$ cat config.mk
export PLATFORM = sky130hd
export DESIGN_NAME = l2_input_sched
export DESIGN_NICKNAME = d
export VERILOG_FILES = /design/src/rtl/l2_input_sched.sv
export SDC_FILE = /design/constraint.sdc
export NUM_CORES = 1
export LEC_CHECK = 0
export ABC_AREA = 1
export CELL_PAD_IN_SITES_DETAIL_PLACEMENT = 0
export CELL_PAD_IN_SITES_GLOBAL_PLACEMENT = 2
export CORE_ASPECT_RATIO = 1.5
export CORE_MARGIN = 2
export CORE_UTILIZATION = 24
export DETAILED_ROUTE_END_ITERATION = 12
export GPL_ROUTABILITY_DRIVEN = 0
export HOLD_SLACK_MARGIN = 0.03
export PLACE_DENSITY = 0.95
export SLEW_MARGIN = 10
export SYNTH_ARGS = -nofsm -noshare
export SYNTH_HDL_FRONTEND = slang
export SYNTH_SLANG_ARGS = --single-unit
$ cat constraint.sdc
create_clock -name clk -period 13.13 [get_ports clk]
set_input_delay 3.2825 -clock clk [delete_from_list [all_inputs] [get_ports clk]]
set_output_delay 3.2825 -clock clk [all_outputs]
set_load 0.03 [all_outputs]
$ cat src/rtl/l2_input_sched.sv
// l2_input_sched: per-decode arbitration of flush, response, forward, sweep and CPU work
// for the L2 pipeline, with a set/way flush sweep and CPU anti-starvation.
module l2_input_sched #(
    parameter int ADDR_BITS   = 32,
    parameter int W_OFF_BITS  = 2,
    parameter int B_OFF_BITS  = 2,
    parameter int L2_SET_BITS = 9,
    parameter int L2_WAYS     = 8,
    parameter int N_MSHR      = 4,
    parameter int STARVE_MAX  = 15
) (
    input  logic                                                    clk,
    input  logic                                                    rst,
    input  logic                                                    decode_en,
    input  logic                                                    flush_valid,
    output logic                                                    flush_ready,
    input  logic                                                    rsp_valid,
    output logic                                                    rsp_ready,
    input  logic [ADDR_BITS-W_OFF_BITS-B_OFF_BITS-1:0]              rsp_addr,
    input  logic                                                    fwd_valid,
    output logic                                                    fwd_ready,
    input  logic [ADDR_BITS-W_OFF_BITS-B_OFF_BITS-1:0]              fwd_addr,
    input  logic                                                    cpu_req_valid,
    output logic                                                    cpu_req_ready,
    input  logic [ADDR_BITS-1:0]                                    cpu_req_addr,
    input  logic [$clog2(N_MSHR+1)-1:0]                             mshr_free,
    input  logic                                                    fwd_stall,
    input  logic                                                    fwd_stall_ended,
    input  logic                                                    set_conflict,
    input  logic                                                    evict_stall,
    input  logic                                                    ongoing_atomic,
    output logic                                                    set_fwd_in_from_stalled,
    output logic                                                    set_cpu_req_from_conflict,
    output logic                                                    do_flush,
    output logic                                                    do_rsp,
    output logic                                                    do_fwd,
    output logic                                                    do_flush_way,
    output logic                                                    do_cpu_req,
    output logic                                                    idle,
    output logic [L2_SET_BITS-1:0]                                  flush_set,
    output logic [$clog2(L2_WAYS)-1:0]                              flush_way,
    output logic                                                    flush_done,
    output logic [ADDR_BITS-W_OFF_BITS-B_OFF_BITS-L2_SET_BITS-1:0]  line_tag,
    output logic [L2_SET_BITS-1:0]                                  line_set,
    output logic [ADDR_BITS-1:0]                                    req_line,
    output logic [ADDR_BITS-W_OFF_BITS-B_OFF_BITS-L2_SET_BITS-1:0]  req_tag,
    output logic [L2_SET_BITS-1:0]                                  req_set,
    output logic [W_OFF_BITS-1:0]                                   req_w_off,
    output logic [B_OFF_BITS-1:0]                                   req_b_off
);
    localparam int OFFSET_BITS = W_OFF_BITS + B_OFF_BITS;
    localparam int LINE_BITS   = ADDR_BITS - OFFSET_BITS;
    localparam int L2_SETS     = 2 ** L2_SET_BITS;
    localparam int WAY_BITS    = $clog2(L2_WAYS);
    localparam int MC_BITS     = $clog2(N_MSHR + 1);
    localparam int SC_BITS     = $clog2(STARVE_MAX + 1);

    localparam logic [1:0] F_IDLE  = 2'd0;
    localparam logic [1:0] F_SWEEP = 2'd1;
    localparam logic [1:0] F_DONE  = 2'd2;

    logic [1:0]             fsm;
    logic [L2_SET_BITS-1:0] set;
    logic [WAY_BITS-1:0]    way;
    logic [SC_BITS-1:0]     starve_cnt;

    logic act, mfull, mnone, starved;
    logic el_f, el_r, el_w, el_s, el_c;
    logic g_f, g_r, g_w, g_s, g_c, none, hi;
    logic last_way, last_set;
    logic [LINE_BITS-1:0] line_sel;

    always_comb begin
        act      = decode_en && !rst;
        mfull    = mshr_free == MC_BITS'(N_MSHR);
        mnone    = mshr_free == '0;
        starved  = starve_cnt == SC_BITS'(STARVE_MAX);
        el_f     = act && flush_valid && fsm == F_IDLE && mfull;
        el_r     = act && rsp_valid && !mfull;
        el_w     = act && ((fwd_valid && !fwd_stall) || fwd_stall_ended);
        el_s     = act && fsm == F_SWEEP && !fwd_valid && !mnone;
        el_c     = act && (cpu_req_valid || set_conflict) && !evict_stall &&
                   (!mnone || ongoing_atomic) && fsm == F_IDLE;
        hi       = el_f || el_r;
        g_f      = el_f;
        g_r      = el_r && !el_f;
        // A starved CPU request jumps ahead of forwards and sweep steps
        g_c      = el_c && !hi && (starved || !(el_w || el_s));
        g_w      = el_w && !hi && !(starved && el_c);
        g_s      = el_s && !hi && !el_w && !(starved && el_c);
        none     = !(el_f || el_r || el_w || el_s || el_c);
        last_way = way == WAY_BITS'(L2_WAYS - 1);
        last_set = set == L2_SET_BITS'(L2_SETS - 1);
        line_sel = g_r ? rsp_addr : g_w ? fwd_addr : '0;
        flush_ready               = g_f;
        rsp_ready                 = g_r;
        fwd_ready                 = g_w && !fwd_stall;
        set_fwd_in_from_stalled   = g_w && fwd_stall;
        cpu_req_ready             = g_c && !set_conflict;
        set_cpu_req_from_conflict = g_c && set_conflict;
    end

    always_ff @(posedge clk or posedge rst) begin
        if (rst) begin
            fsm          <= F_IDLE;
            set          <= '0;
            way          <= '0;
            starve_cnt   <= '0;
            do_flush     <= 1'b0;
            do_rsp       <= 1'b0;
            do_fwd       <= 1'b0;
            do_flush_way <= 1'b0;
            do_cpu_req   <= 1'b0;
            idle         <= 1'b0;
            flush_set    <= '0;
            flush_way    <= '0;
            flush_done   <= 1'b0;
            line_tag     <= '0;
            line_set     <= '0;
            req_line     <= '0;
            req_tag      <= '0;
            req_set      <= '0;
            req_w_off    <= '0;
            req_b_off    <= '0;
        end else begin
            flush_done <= 1'b0;
            if (decode_en) begin
                do_flush     <= g_f;
                do_rsp       <= g_r;
                do_fwd       <= g_w;
                do_flush_way <= g_s;
                do_cpu_req   <= g_c;
                idle         <= none;
                flush_set    <= g_s ? set : '0;
                flush_way    <= g_s ? way : '0;
                line_tag     <= line_sel[LINE_BITS-1:L2_SET_BITS];
                line_set     <= line_sel[L2_SET_BITS-1:0];
                req_line     <= {cpu_req_addr[ADDR_BITS-1:OFFSET_BITS], OFFSET_BITS'(0)};
                req_tag      <= cpu_req_addr[ADDR_BITS-1:OFFSET_BITS+L2_SET_BITS];
                req_set      <= cpu_req_addr[OFFSET_BITS+L2_SET_BITS-1:OFFSET_BITS];
                req_w_off    <= cpu_req_addr[OFFSET_BITS-1:B_OFF_BITS];
                req_b_off    <= cpu_req_addr[B_OFF_BITS-1:0];
                starve_cnt   <= g_c ? '0 : (el_c && !starved) ? starve_cnt + SC_BITS'(1) : starve_cnt;
                if (fsm == F_IDLE && g_f) begin
                    fsm <= F_SWEEP;
                    set <= '0;
                    way <= '0;
                end else if (fsm == F_SWEEP && g_s) begin
                    way <= way + WAY_BITS'(1);
                    set <= last_way ? set + L2_SET_BITS'(1) : set;
                    fsm <= (last_way && last_set) ? F_DONE : F_SWEEP;
                end else if (fsm == F_DONE) begin
                    fsm        <= F_IDLE;
                    flush_done <= 1'b1;
                end
            end
        end
    end
endmodule
==> results of run 1 <==
## flip-flops by register name (all words and copies together) (netlist names)
register      cells
req_w_off         2
line_tag         19
fsm               2
idle              1
line_set          9
set               9
req_line          1
flush_done        1
do_flush_way      1
do_cpu_req        1
req_tag          19
do_rsp            1
flush_way         3
flush_set         9
starve_cnt        4
req_set           8
do_fwd            1
req_b_off         2
do_flush          1
way               3
## layer usage
| metal | global-route usage [%] | vias to the layer above | part of all wire, % |
|---|---|---|---|
| li1 | - | 2070 | - |
| met1 | 16.5 | 1918 | 39 |
| met2 | 25.9 | 122 | 54 |
| met3 | 2.73 | 16 | 5.1 |
| met4 | 4.75 | 0 | 1.9 |
| met5 | 0 | - | 0 |
## synthesized netlist by cell type, drive strengths merged
master	count	area, µm²
a21oi	2	13.8
buf	40	295
clkbuf	13	48.8
conb	1	3.75
dfrtp	97	2430
ha	5	62.6
inv	32	123
nand2	263	997
nand3	53	270
nand3b	2	15.0
nand4	3	18.8
nor2	31	159
nor3	1	5.00
nor3b	3	22.5
o21ai	15	75.1
o21bai	1	7.51
or2	1	6.26
xor2	2	17.5
## where the power goes
part	leakage, nW	switching, mW	total (mW)	internal [mW]
Combinational	1.91	0.117	0.209	0.0925
Sequential	1.26	0.0199	0.346	0.326
Clock	0.162	0.118	0.297	0.179
Total	3.33	0.255	0.853	0.597
## stage by stage
step,util (%),setup slack (ns)
after global routing,38.0,3.18
after CTS,38.0,3.34
after global placement,36.2,3.33
after detailed placement,36.2,3.37
final,38.0,3.42
after floorplan,-,3.46
## worst max-delay path: stages
cell	delay (ns)
clkdlybuf4s50_1	0.39
buf_4	0.26
inv_4	0.68
nor2_8	0.05
nand2_4	0.12
nor2_8	0.07
nor2_4	0.13
nand2_1	0.10
nor2_2	0.09
buf_4	0.31
inv_1	0.12
nor2_1	0.10
clkdlybuf4s50_1	0.68
## kinds of logic (layout without fill, tap and decap cells)
kind of cell | Yosys count | in the layout | synth area share [%]
other cells | 1 | 4 | 0.0821
simple gates | 357 | 357 | 32.7
compound gates | 18 | 18 | 2.11
fa+ha+maj | 5 | 5 | 1.37
flops | 97 | 97 | 53.1
xor+xnor | 2 | 2 | 0.384
buf+inv | 85 | 267 | 10.2
## worst min-delay path by stage
stage | slack [ns] | end | cells after the start | from
after global routing | 0.50 | flush_done | 1 | fsm[0]
final | 0.47 | flush_done | 1 | fsm[0]
after floorplan | 0.42 | flush_done | 1 | fsm[0]
after CTS | 0.47 | req_w_off[1] | 2 | req_w_off[1]
after detailed placement | 0.46 | req_w_off[1] | 2 | req_w_off[1]
after global placement | 0.45 | req_w_off[1] | 2 | req_w_off[1]
## cell type report
cell class | count | area (µm²) | share of cell area, %
tap | 252 | 315 | 4.46
inverter | 32 | 125 | 1.77
timing repair buffer | 219 | 2180 | 30.8
clock inverter | 5 | 85.1 | 1.20
sequential | 97 | 2430 | 34.3
clock buffer | 11 | 253 | 3.57
multi-input combinational | 386 | 1690 | 23.9
==> metrics.txt, run 1 <==
Vias 4126; Peak VDD IR 0.0000761 V; post-CTS resize count 0; register bit total from synthesis 97; Min-Delay Path Class reg -> reg; post-CTS setup buffers 0; outcome completed; Synth Cell Area 4570 µm²; Worst Setup SP decode_en; # fillers 1930; die width 117 µm; total power 0.853 mW; DR pass1 iterations 4; CTS tree yes; n_diodes 0; Total Wirelength 14500 µm; Synth Warn # 0; Syn Area/Cell 8.09 µm²; # hold bufs at CTS 0; worst setup path category in -> out; vias in the first global route ~4000; first-pass GRT wire length 22100 µm; Starting Density 24.5%; r2r endpoint set[3]; Tcrit/Tclk final 74.0%; DP Cell Count 986; layout cell share with drive strength beyond 1 4.40%; Max FO, Critical Path 79; Slew @ Worst Pin 0.862 ns; H-tree levels 3; total CTS buffers 9; nature of the critical path endpoint output pin; Routed Antenna Nets 0; design area 7080 µm²; Peak Freq ~0.10 GHz; worst skew pair latency 0.35 ns; DRC 0; io pins 220; worst reg-to-reg setup slack around 11 ns; commonest non-fill, non-tap cell in the layout nand2_1; LEAKAGE 3.33 nW; Slew Limit Headroom approximately 43%; port bufs 215; chip height 173 µm; sequential area share after synthesis 53.1%; critical path startpoint category input pin; clk_skew roughly 0.013 ns; crit path DAT 6.43 ns; nets 853; Worst Path Required 9.85 ns; reg-to-reg critical path startpoint fsm[1]; maxcap violations 0; initial antenna violation count 0; Longest Clk Path Bufs 2; Detailed Place HPWL 10600 µm; Post-DP Area 6740 µm²; sinks on the clock net 97; FP Rows 61; Final Non-Filler Cells around 1000; fin crit period 9.71 ns; gr usage total 14.3%; Hold WS 0.467 ns; Sum Neg Setup Slack 0 ns; WL/cell between 10 and 15 µm; pwr/cell area 121 nW/µm²; largest net degree at the start of global routing 80; cell count after synthesis approximately 570; vias per cell 4.12; DR iter-0 viols 255; CP endpoint fwd_ready; Die Area 20200 µm²; # setup viols final 0; Overflow after GRT 0; clk root buf clkbuf_16; Final Hold Viols 0; Core Area 18600 µm²; Slew Viols, Final 0; Yosys cell types 30; Reg clk slew, reported paths 0.07 ns; area grow syn2layout 54.9%; RSZ-0062 raised after global routing false; R2R cell count 8; commonest non-fill, non-tap cells in the layout nand2_1, clkdlybuf4s50_1, dfrtp_1, nand3_1, inv_1
No activity file was read; power rests on OpenSTA's default activity.
==> run 2, diff against run 1 <==
- CORE_UTILIZATION: 24 -> 22
- PLACE_DENSITY: 0.95 -> 0.91
- clock period: 13.13 -> 9.3 ns (I/O delays scaled with it)
==> run 2 against run 1 <==
Net effect:
- non-clock buffer count is 1 higher
- total power increased by 46%
- critical path depth fell by 2
- utilization down 3.1 points
- first-iteration DRC count is 24% lower
- setup slack got worse by 1.5 ns
- sequential power grew 41%
- register-to-register slack got worse by 3.8 ns
- highest routed layer unchanged
==> metrics.txt, run 2 (synthesis gave the netlist of run 1 again) <==
fin crit period 7.39 ns; total CTS buffers 9; Peak VDD IR approximately 0.00007 V; worst setup path category in -> out; outcome completed; first-pass GRT wire length 22900 µm; n_diodes 0; LEAKAGE 3.35 nW; io pins 220; nature of the critical path endpoint output pin; WL/cell 14.7 µm; Worst Path Required around 7.0 ns; Peak Freq 0.135 GHz; Crit-path slowest cell clkdlybuf4s50_1; gr usage total 13.6%; Final Util 34.9%; chip height 180 µm; vias per cell 4.13; area taken by multi-input logic gates roughly 1700 µm²; # setup viols final 0; Detailed Place HPWL roughly 11000 µm; commonest non-fill, non-tap cell in the layout nand2_1; Min-Delay Path Class reg -> reg; Tcrit/Tclk final 79.5%; # hold bufs at CTS 0; clk_skew 0.0144 ns; post-CTS setup buffers 0; # fillers 2116; Max FO, Critical Path 35; commonest non-fill, non-tap cells in the layout nand2_1, clkdlybuf4s50_1, dfrtp_1, nand3_1, inv_1; Die Area 22000 µm²; Final Hold Viols 0; dpl ws 1.86 ns; Reg clk slew, reported paths 0.07 ns; Slew Limit Headroom between 40% and 50%; Storage cell area 2430 µm²; total power between 1 and 1.5 mW; DRC 0; Vias between 4000 and 5000; post-CTS resize count 0; layout cell share with drive strength beyond 1 4.39%; Critical Path, Cell by Cell clkdlybuf4s50_1, inv_4, nand3_1, nor2_2, nor2_4, nand2_1, nor2_2, buf_4, inv_1, nor2_1, clkdlybuf4s50_1; area grow syn2layout 56.0%; crit path DAT roughly 5 ns; CP peak stage delay 0.68 ns; worst reg-to-reg setup slack about 7 ns; RSZ-0062 raised after global routing false; H-tree levels 3; DR pass1 iterations 4; sinks on the clock net 97; Slew Viols, Final 0; Total Wirelength 14900 µm; critical path startpoint category input pin; Starting Density 22.4%; CTS tree yes; Overflow after GRT 0; largest net degree at the start of global routing 79; nets between 800 and 900; port bufs 215; maxcap violations 0; Routed Antenna Nets 0; Longest Clk Path Bufs 2; DR iter-0 viols 194; worst skew pair latency 0.36 ns; largest registers line_tag x19, req_tag x19; vias in the first global route 4180; setup ws final about 1.9 ns; Core Area between 20000 and 25000 µm²; clk root buf clkbuf_16; die width about 120 µm; pwr/cell area between 150 and 200 nW/µm²; Sum Neg Setup Slack 0 ns; FP Rows between 60 and 70; initial antenna violation count 0; Slew @ Worst Pin 0.881 ns
run 2: changes by cell type in the layout (fill, tap and decap cells not counted):
cell / delta
buf_4: +1
bufinv_16: +2
clkinvlp_4: -1
clkbuf_1: +1
clkbuf_8: -2
run 2: final timing paths:
kind                              from      endpoint  depth (start not counted)
worst max-delay path               rst     fwd_ready                         11
worst min-delay path            fsm[0]    flush_done                          1
worst max register to register  fsm[1]        set[2]                          8
worst min register to register  fsm[0]    flush_done                          1
max in group asynchronous          rst  req_b_off[1]                          3
min in group asynchronous          rst   line_tag[2]                          2
run 2: final cells by class:
class	count	area share, %
timing repair buffer	220	30.7
inverter	32	1.76
clock inverter	6	1.93
multi-input combinational	386	23.7
tap	264	4.63
sequential	97	34.1
clock buffer	10	3.21
run 2: metal layers:
metal / up-vias / share of wire [%] / track usage, %
met5: - / 0 / 0
met2: 118 / 54 / 24.7
met1: 1987 / 40 / 15.5
li1: 2073 / - / -
met4: 0 / 1.4 / 4.09
met3: 11 / 5.3 / 3.23
run 2: critical path: cells and delay by family:
family	cells	cell delay, ns
buffers and inverters	5	2.03
AND/OR/NAND/NOR	6	0.70
run 2: through the flow:
stage,instances,cell area (µm²),hold WS (ns)
floorplan,568,4580,0.422
global route,1015,7130,0.504
CTS,1015,7130,0.477
finish,1015,7130,0.477
detailed placement,999,6760,0.459
global placement,999,6760,0.454
run 2: power by group:
part           total (mW)  internal (mW)  switching (mW)
clock network       0.461          0.292           0.169
logic               0.298          0.131           0.167
registers           0.489          0.461          0.0282
total                1.25          0.884           0.364
